`src/rtl/bist_sequencer.sv`:
```
// RUNBIST controller: reset, seed-load and LFSR pattern burst into the core
// logic, with MISR compaction of the responses and a golden-signature compare.
module bist_sequencer #(
    parameter logic [7:0] PATTERNS   = 8'd15,
    parameter logic [3:0] SEED       = 4'b1001,
    parameter logic [3:0] INIT_STATE = 4'b0000
) (
    input  logic       clk,
    input  logic       RST_N,
    input  logic       RUNBIST_EN,
    input  logic       START,
    input  logic [7:0] GOLDEN,
    input  logic [3:0] CL_Y,
    output logic [3:0] CL_X,
    output logic       CL_RESET_SM,
    output logic       CL_ASSIGN_STATE,
    output logic       CL_RUNBIST,
    output logic       BUSY,
    output logic       DONE,
    output logic       PASS,
    output logic [7:0] SIGNATURE
);

    localparam logic [2:0] S_IDLE    = 3'd0;
    localparam logic [2:0] S_INIT    = 3'd1;
    localparam logic [2:0] S_LOAD    = 3'd2;
    localparam logic [2:0] S_RUN     = 3'd3;
    localparam logic [2:0] S_FLUSH   = 3'd4;
    localparam logic [2:0] S_COMPARE = 3'd5;
    localparam logic [2:0] S_DONE    = 3'd6;

    logic [2:0] state_q, state_d;
    logic [3:0] lfsr_q, lfsr_d;
    logic [7:0] misr_q, misr_d;
    logic [7:0] cnt_q, cnt_d;
    logic [3:0] x_q, x_d;
    logic       reset_sm_q, reset_sm_d;
    logic       assign_q, assign_d;
    logic       busy_q, busy_d;
    logic       done_q, done_d;
    logic       pass_q, pass_d;

    logic       in_run;
    logic       go;
    logic       fb;
    logic [7:0] misr_step;
    logic [3:0] lfsr_step;

    assign go        = START & RUNBIST_EN;
    assign in_run    = (state_q != S_IDLE) && (state_q != S_DONE);
    assign fb        = misr_q[7] ^ misr_q[5] ^ misr_q[4] ^ misr_q[3];
    assign misr_step = {misr_q[6:0], fb} ^ {4'b0000, CL_Y};
    assign lfsr_step = {lfsr_q[2:0], lfsr_q[3] ^ lfsr_q[2]};

    always_comb begin
        state_d = state_q;
        lfsr_d  = lfsr_q;
        misr_d  = misr_q;
        cnt_d   = cnt_q;
        // A dropped RUNBIST_EN abandons the run; the MISR keeps its partial value.
        if (in_run && !RUNBIST_EN) begin
            state_d = S_IDLE;
        end else begin
            case (state_q)
                S_IDLE: if (go) state_d = S_INIT;
                S_INIT: begin
                    lfsr_d  = SEED;
                    misr_d  = 8'h00;
                    cnt_d   = 8'h00;
                    state_d = S_LOAD;
                end
                S_LOAD: state_d = S_RUN;
                S_RUN: begin
                    lfsr_d = lfsr_step;
                    misr_d = misr_step;
                    cnt_d  = cnt_q + 8'd1;
                    if (cnt_d == PATTERNS) state_d = S_FLUSH;
                end
                S_FLUSH: begin
                    misr_d  = misr_step;
                    state_d = S_COMPARE;
                end
                S_COMPARE: state_d = S_DONE;
                S_DONE: begin
                    if (go) state_d = S_INIT;
                    else if (!RUNBIST_EN) state_d = S_IDLE;
                end
                default: state_d = S_IDLE;
            endcase
        end
    end

    // Outputs are decoded from the next state so every one of them is a flop.
    always_comb begin
        reset_sm_d = (state_d == S_INIT);
        assign_d   = (state_d == S_LOAD);
        done_d     = (state_d == S_DONE);
        busy_d     = (state_d != S_IDLE) && (state_d != S_DONE);
        x_d        = 4'b0000;
        if (state_d == S_LOAD) x_d = INIT_STATE;
        if (state_d == S_RUN)  x_d = lfsr_d;
        pass_d = 1'b0;
        if (state_d == S_DONE) begin
            pass_d = (state_q == S_COMPARE) ? (misr_q == GOLDEN) : pass_q;
        end
    end

    always_ff @(posedge clk or negedge RST_N) begin
        if (!RST_N) begin
            state_q    <= S_IDLE;
            lfsr_q     <= SEED;
            misr_q     <= 8'h00;
            cnt_q      <= 8'h00;
            x_q        <= 4'b0000;
            reset_sm_q <= 1'b0;
            assign_q   <= 1'b0;
            busy_q     <= 1'b0;
            done_q     <= 1'b0;
            pass_q     <= 1'b0;
        end else begin
            state_q    <= state_d;
            lfsr_q     <= lfsr_d;
            misr_q     <= misr_d;
            cnt_q      <= cnt_d;
            x_q        <= x_d;
            reset_sm_q <= reset_sm_d;
            assign_q   <= assign_d;
            busy_q     <= busy_d;
            done_q     <= done_d;
            pass_q     <= pass_d;
        end
    end

    assign CL_X            = x_q;
    assign CL_RESET_SM     = reset_sm_q;
    assign CL_ASSIGN_STATE = assign_q;
    assign CL_RUNBIST      = busy_q;
    assign BUSY            = busy_q;
    assign DONE            = done_q;
    assign PASS            = pass_q;
    assign SIGNATURE       = misr_q;

endmodule
```
`config.mk`:
```
export PLATFORM = sky130hd
export DESIGN_NAME = bist_sequencer
export DESIGN_NICKNAME = d
export VERILOG_FILES = /design/src/rtl/bist_sequencer.sv
export SDC_FILE = /design/constraint.sdc
export NUM_CORES = 1
export LEC_CHECK = 0
export BUFFER_PORTS_ARGS = -buffer_cell sky130_fd_sc_hd__buf_2
export CAP_MARGIN = 20
export CORE_MARGIN = 3
export CORE_UTILIZATION = 50
export CTS_BUF_LIST = sky130_fd_sc_hd__clkbuf_4 sky130_fd_sc_hd__clkbuf_8
export DETAILED_ROUTE_END_ITERATION = 8
export PLACE_DENSITY = 0.74
export SKIP_LAST_GASP = 1
export SYNTH_ARGS = -nofsm -noshare
export SYNTH_HDL_FRONTEND = slang
export SYNTH_SLANG_ARGS = --single-unit
export TNS_END_PERCENT = 10
```
`constraint.sdc`:
```
create_clock -name clk -period 5.6 [get_ports clk]
set_input_delay 0.56 -clock clk [delete_from_list [all_inputs] [get_ports clk]]
set_output_delay 0.56 -clock clk [all_outputs]
set_load 0.03 [all_outputs]
```
# Word level (Yosys, flattened, before mapping)

Index checks and enable logic that the tools add are counted.
W data, S select, Z words.

Word-level logic and storage cells: 58
Input bits: 16
Register bits: 32
Output and inout bits: 18

Muxes and demuxes: 13
Equal/unequal tests: 15
Reduce and logical (&&, ||, !) cells: 12
Add/subtract/negate cells: 1
Bitwise logic cells: 7

Operators by type and width:

| operator              | number |
|---|---|
| $pmux W8 S2           | 2 |
| $pmux W3 S7           | 1 |
| $mux W3               | 5 |
| $eq A3 B2 Y1 const B  | 4 |
| $eq A3 B3 Y1 const B  | 4 |
| $add A8 B1 Y8 const B | 1 |
| $eq A8 B4 Y1 const B  | 1 |
| $eq A8 B8 Y1          | 1 |
| $mux W4               | 2 |
| $pmux W4 S2           | 1 |
| $xor A8 B4 Y8         | 1 |
| $eq A3 B1 Y1 const B  | 2 |
| $ne A3 B3 Y1 const B  | 2 |
| $reduce_bool A3 Y1    | 2 |
| $reduce_and A2 Y1     | 2 |
| $reduce_bool A2 Y1    | 2 |
| $xor A1 B1 Y1         | 4 |
| $logic_and A1 B1 Y1   | 3 |
| $logic_not A3 Y1      | 1 |
| $mux W1               | 2 |
| $ne A2 B1 Y1 const B  | 1 |
| $reduce_or A2 Y1      | 1 |
| $and A1 B1 Y1         | 1 |
| $logic_not A1 Y1      | 1 |
| $not A1 Y1            | 1 |

# Logic depth before layout (Yosys ltp)

Depth after elaboration: 7
Mapped depth: 6

# Worst setup path after synthesis

Ideal clock, no wire load.

Path type: reg2reg
Start point: register cnt_q[0]
End point: register pass_q (netlist: PASS)
Arrival: 1667 ps
Cell stages (with the launch flop): 7
Setup time: 144 ps
Period minus slack after synthesis: 1811 ps
Setup slack: 3789 ps
Cell sequence: dfrtp_1 -> inv_1 -> ha_1 -> or3b_1 -> or4_4 -> o21ai_1 -> a221oi_1

Word-level cells in the longest chain between the ends: 7
Elaborated cells on any way between the ends: 8
Classes of those cells: add/sub: 1; eq/ne: 3; mux: 4

RTL lines:

| what                                                     | line | source |
|---|---|---|
| start, declared                                          | 35   | `logic [7:0] cnt_q, cnt_d;` |
| start signal, assigned                                   | 124  | `cnt_q <= cnt_d;` |
| $add A8 B1 Y8 (*)                                        | 76   | `cnt_d = cnt_q + 8'd1;` |
| $eq A8 B4 Y1 (*)                                         | 77   | `if (cnt_d == PATTERNS) state_d = S_FLUSH;` |
| $mux W3 (*)                                              | 77   |  |
| $pmux W3 S7 (*)                                          | 64   | `case (state_q)` |
| $mux W3 (*)                                              | 61   | `if (in_run && !RUNBIST_EN) begin` |
| $eq A3 B3 Y1 (*)                                         | 103  | `if (state_d == S_DONE) begin` |
| $ne A2 B1 Y1 (no source line) or $mux W1 (tied branches) | -    |  |
| end signal, assigned                                     | 130  | `pass_q <= pass_d;` |
| end, declared                                            | 41   | `logic pass_q, pass_d;` |

Every way passes the cells marked *; elsewhere a longest branch is shown, timed or not.
A chain may end at the register's enable or synchronous reset.

# Worst setup path in the final report

Start point: register state_q[1]
End point: register misr_q[0] (netlist: SIGNATURE[0])

Word-level cells in the longest chain between the ends: 5
Elaborated cells on any way between the ends: 12
Classes of those cells: eq/ne: 4; mux: 1; bitwise: 1; reduce/logical: 6

RTL lines:

| what                                                                 | line | source |
|---|---|---|
| start, declared                                                      | 32   | `logic [2:0] state_q, state_d;` |
| start signal, assigned                                               | 121  | `state_q <= state_d;` |
| parallel branches: the longest is 5 deep, another holds $eq A3 B2 Y1 | -    |  |
| end signal, assigned                                                 | 123  | `misr_q <= misr_d;` |
| end, declared                                                        | 34   | `logic [7:0] misr_q, misr_d;` |

Several ways; the timed one is not identified.

==> impl_metrics.tcl <==
set metrics [dict create \
    status "finished, final reports clean" \
    peakVddDrop_uv 209 \
    n_antenna_cell 0 \
    drc_errors 0 \
    area_growth_pct 14.9 \
    synth_top_cell_by_area "dfrtp_1" \
    io_pins 34 \
    internal_power_mw 0.497 \
    period_minus_slack_ns 1.97 \
    rsz0062_at_grt "false" \
    highest_layer "met4" \
    post_cts_buffers 0 \
    finalSetupViolations 0 \
    yosysUniqueCellTypes 39 \
    overflow 0 \
    yosys-top-cells-area "dfrtp_1, xnor2_1, o21ai_0" \
    worstSetupPathType "reg -> reg" \
    stdcell_count 243 \
    cp.required_ns 5.83 \
    antenna_found_initial 0 \
    cts_max_level 2 \
    dr.pass1.iters 4 \
    grt_pass1_wl_um 5640 \
    clkPwrFrac_pct 21.5 \
    worstPathArrival_ns 2.20 \
    cts_buffers 5 \
    met1Wirelength_um 1490 \
    die_area_mm2 0.00405 \
    syn-num-nets 185 \
    skew_ns 0.0211 \
    maxCapViolations 0 \
    cts_resized 0 \
    num_vias 1306 \
    switchingPower_mw 0.320 \
    max_slew_margin_pct 54.1 \
    cts_root_buffer "clkbuf_4" \
    crit_path_cell_trace "clkinv_1, nor3_1, o21ai_0, o21ai_0" \
    port_buffers 33 \
    seq_power_share_pct 43.9 \
    clockBufferDepth 2 \
    final_antenna_net_count 0 \
    critPathMostFrequentCell "o21ai_0" \
    final_nets 216 \
    yosysSeqAreaShare_pct 48.4 \
    grt_pass1_vias 1246 \
    initial_utilization_pct 53.5 \
    die_y_um 63.6 \
    cts.clk_slew.worst_paths_ns 0.11 \
    timing.final.max_slew_violations 0 \
    viasPerCell 5.37 \
    power.density_mw_per_mm2 429 \
    drt_wl_total_um 3260 \
    synth_seq_cells 32 \
    dp.cells 235 \
    start_kind "flop" \
    fmax_ghz 0.509 \
    cp_max_fo 12 \
    synthesis.area_mm2 0.00166 \
    core_mm2 0.00310 \
    p_leak_nw 0.899 \
    met3_length_um 158 \
    synth_top_area_share_pct 45.2 \
    p_comb_share_pct 34.7 \
    drt-initial-drc-count 83 \
    finalHoldViolations 0 \
    synthCells 167 \
    worst-path-buf-inv 1 \
    max_slew.worst_pin.slew_ns 0.688 \
    dp_hpwl_um 2380 \
    grt_max_degree 33 \
    gp_congestion 0.814 \
    critPathTopFamily "flip-flops" \
    cpPeakStageDelay_ns 0.59 \
    swShare_pct 39.2 \
    wl_met2_um 1560 \
    hold_path_class "in -> async" \
    cp_slowest_cell "dfrtp_1" \
    core.rowCount 20 \
    synth.avg_cell_area_um2 9.93 \
    grt_use_total_pct 18.1 \
    tns_ns 0 \
    cts-hold-fix-buffers 0 \
    drt-wirelength-per-cell_um 13.4 \
    yosys_warnings 0 \
    die_w_um 63.6 \
    clkLatencyLatePin_ns 0.34 \
    finalPower_mw 0.818 \
    cts.sinks 32 \
    fin_crit_sh_pct 35.1 \
    cts_tree "yes" \
    drive_gt1_share_pct 23.1 \
    end_kind "flop" \
]
[cells in the mapped netlist]
master and n:
dfrtp_1 30, nand2_1 18, xnor2_1 18, o21ai_0 15
nand3_1 8, nor2b_1 7, nor2_1 6, a21oi_1 5
a22o_1 4, buf_2 4, inv_1 4, nand4_1 4
a31oi_1 3, mux2i_1 3, nor3_1 3, and3_1 2
and3b_1 2, buf_4 2, clkbuf_1 2, dfstp_2 2
ha_1 2, nor3b_1 2, nor4_1 2, o21a_1 2
o21ai_1 2, xor2_1 2, a211oi_1 1, a221oi_1 1
and2_2 1, buf_6 1, clkinv_1 1, nand3b_1 1
o211ai_1 1, o31ai_1 1, o31ai_4 1, o41ai_1 1
or3_1 1, or3b_1 1, or4_4 1
[cells in the final DEF, fill, tap and decap left out, types with 3 or more instances in the layout]
cell / count
a22o_1: 4
nand4_1: 4
o21ai_0: 15
buf_2: 33
nand2_1: 18
nor2b_1: 7
mux2i_1: 3
nand3_1: 8
clkbuf_4: 6
xnor2_1: 18
a31oi_1: 3
inv_1: 4
nor2_1: 6
dfrtp_1: 30
a21oi_1: 5
nor3_1: 3
[worst reg2reg max path, delay by kind of cell, from the launching register on]
kind / cells / cell delay [ns]
AOI/OAI and AO/OA: 2 / 0.50
buffers and inverters: 1 / 0.36
DFF: 1 / 0.59
and+or+nand+nor: 1 / 0.41
[flip-flops by register name, indices dropped and copies added (netlist names)]
signal,flops
BUSY,1
CL_ASSIGN_STATE,1
CL_RESET_SM,1
CL_X,4
DONE,1
PASS,1
SIGNATURE,8
cnt_q,8
lfsr_q,4
state_q,3
[path summary, 6_finish.rpt]
| kind | from | to | slack (ns) | depth (start not counted) |
|---|---|---|---|---|
| worst max-delay path | state_q[1] | SIGNATURE[0] | 3.63 | 4 |
| worst min-delay path | RST_N | state_q[1] | 0.24 | 1 |
| worst max register to register | state_q[1] | SIGNATURE[0] | 3.63 | 4 |
| worst min register to register | lfsr_q[0] | lfsr_q[0] | 0.53 | 2 |
| max in group asynchronous | RST_N | CL_ASSIGN_STATE | 4.89 | 1 |
| min in group clk | CL_Y[3] | SIGNATURE[3] | 0.49 | 3 |
[cells by family after synthesis]
group,Yosys count,share of synthesized area (%)
fa+ha+maj,2,1.51
mux,3,1.81
xor+xnor,20,10.6
buf+inv,14,4.37
flops,32,48.4
compound gates,37,14.5
simple gates,59,18.9
[power by group through the flow]
stage | combinational [mW] | sequential [mW] | clock, mW
finish | 0.283 | 0.359 | 0.176
global route | 0.314 | 0.372 | 0.190
CTS | 0.286 | 0.358 | 0.180
detailed placement | 0.284 | 0.363 | 0
global placement | 0.275 | 0.358 | 0
floorplan | 0.204 | 0.376 | 0
[metrics by stage]
step           setup WS, ns  utilization (%)  hold WS [ns]  instance area (um^2)
6_report               3.63             61.4         0.245                  1910
3_3_place_gp           3.73             58.8         0.485                  1830
2_1_floorplan          3.79                -         0.264                  1660
4_1_cts                3.65             61.4         0.268                  1910
5_1_grt                3.37             61.4         0.287                  1910
3_5_place_dp           3.65             58.8         0.512                  1830
[layer usage]
metal / track usage (%) / up-vias
met5: 0 / -
met4: 10.5 / 0
met2: 28.4 / 23
met3: 4.63 / 5
met1: 22.3 / 632
li1: - / 646
[area by class of cell]
class,count,area [um^2]
timing repair buffer,33,165
tap,44,55.1
fill,282,1200
sequential,32,803
clock inverter,2,35.0
clock buffer,6,45.0
multi-input combinational,121,783
inverter,5,18.8
Power figures use the tool's default switching activity.
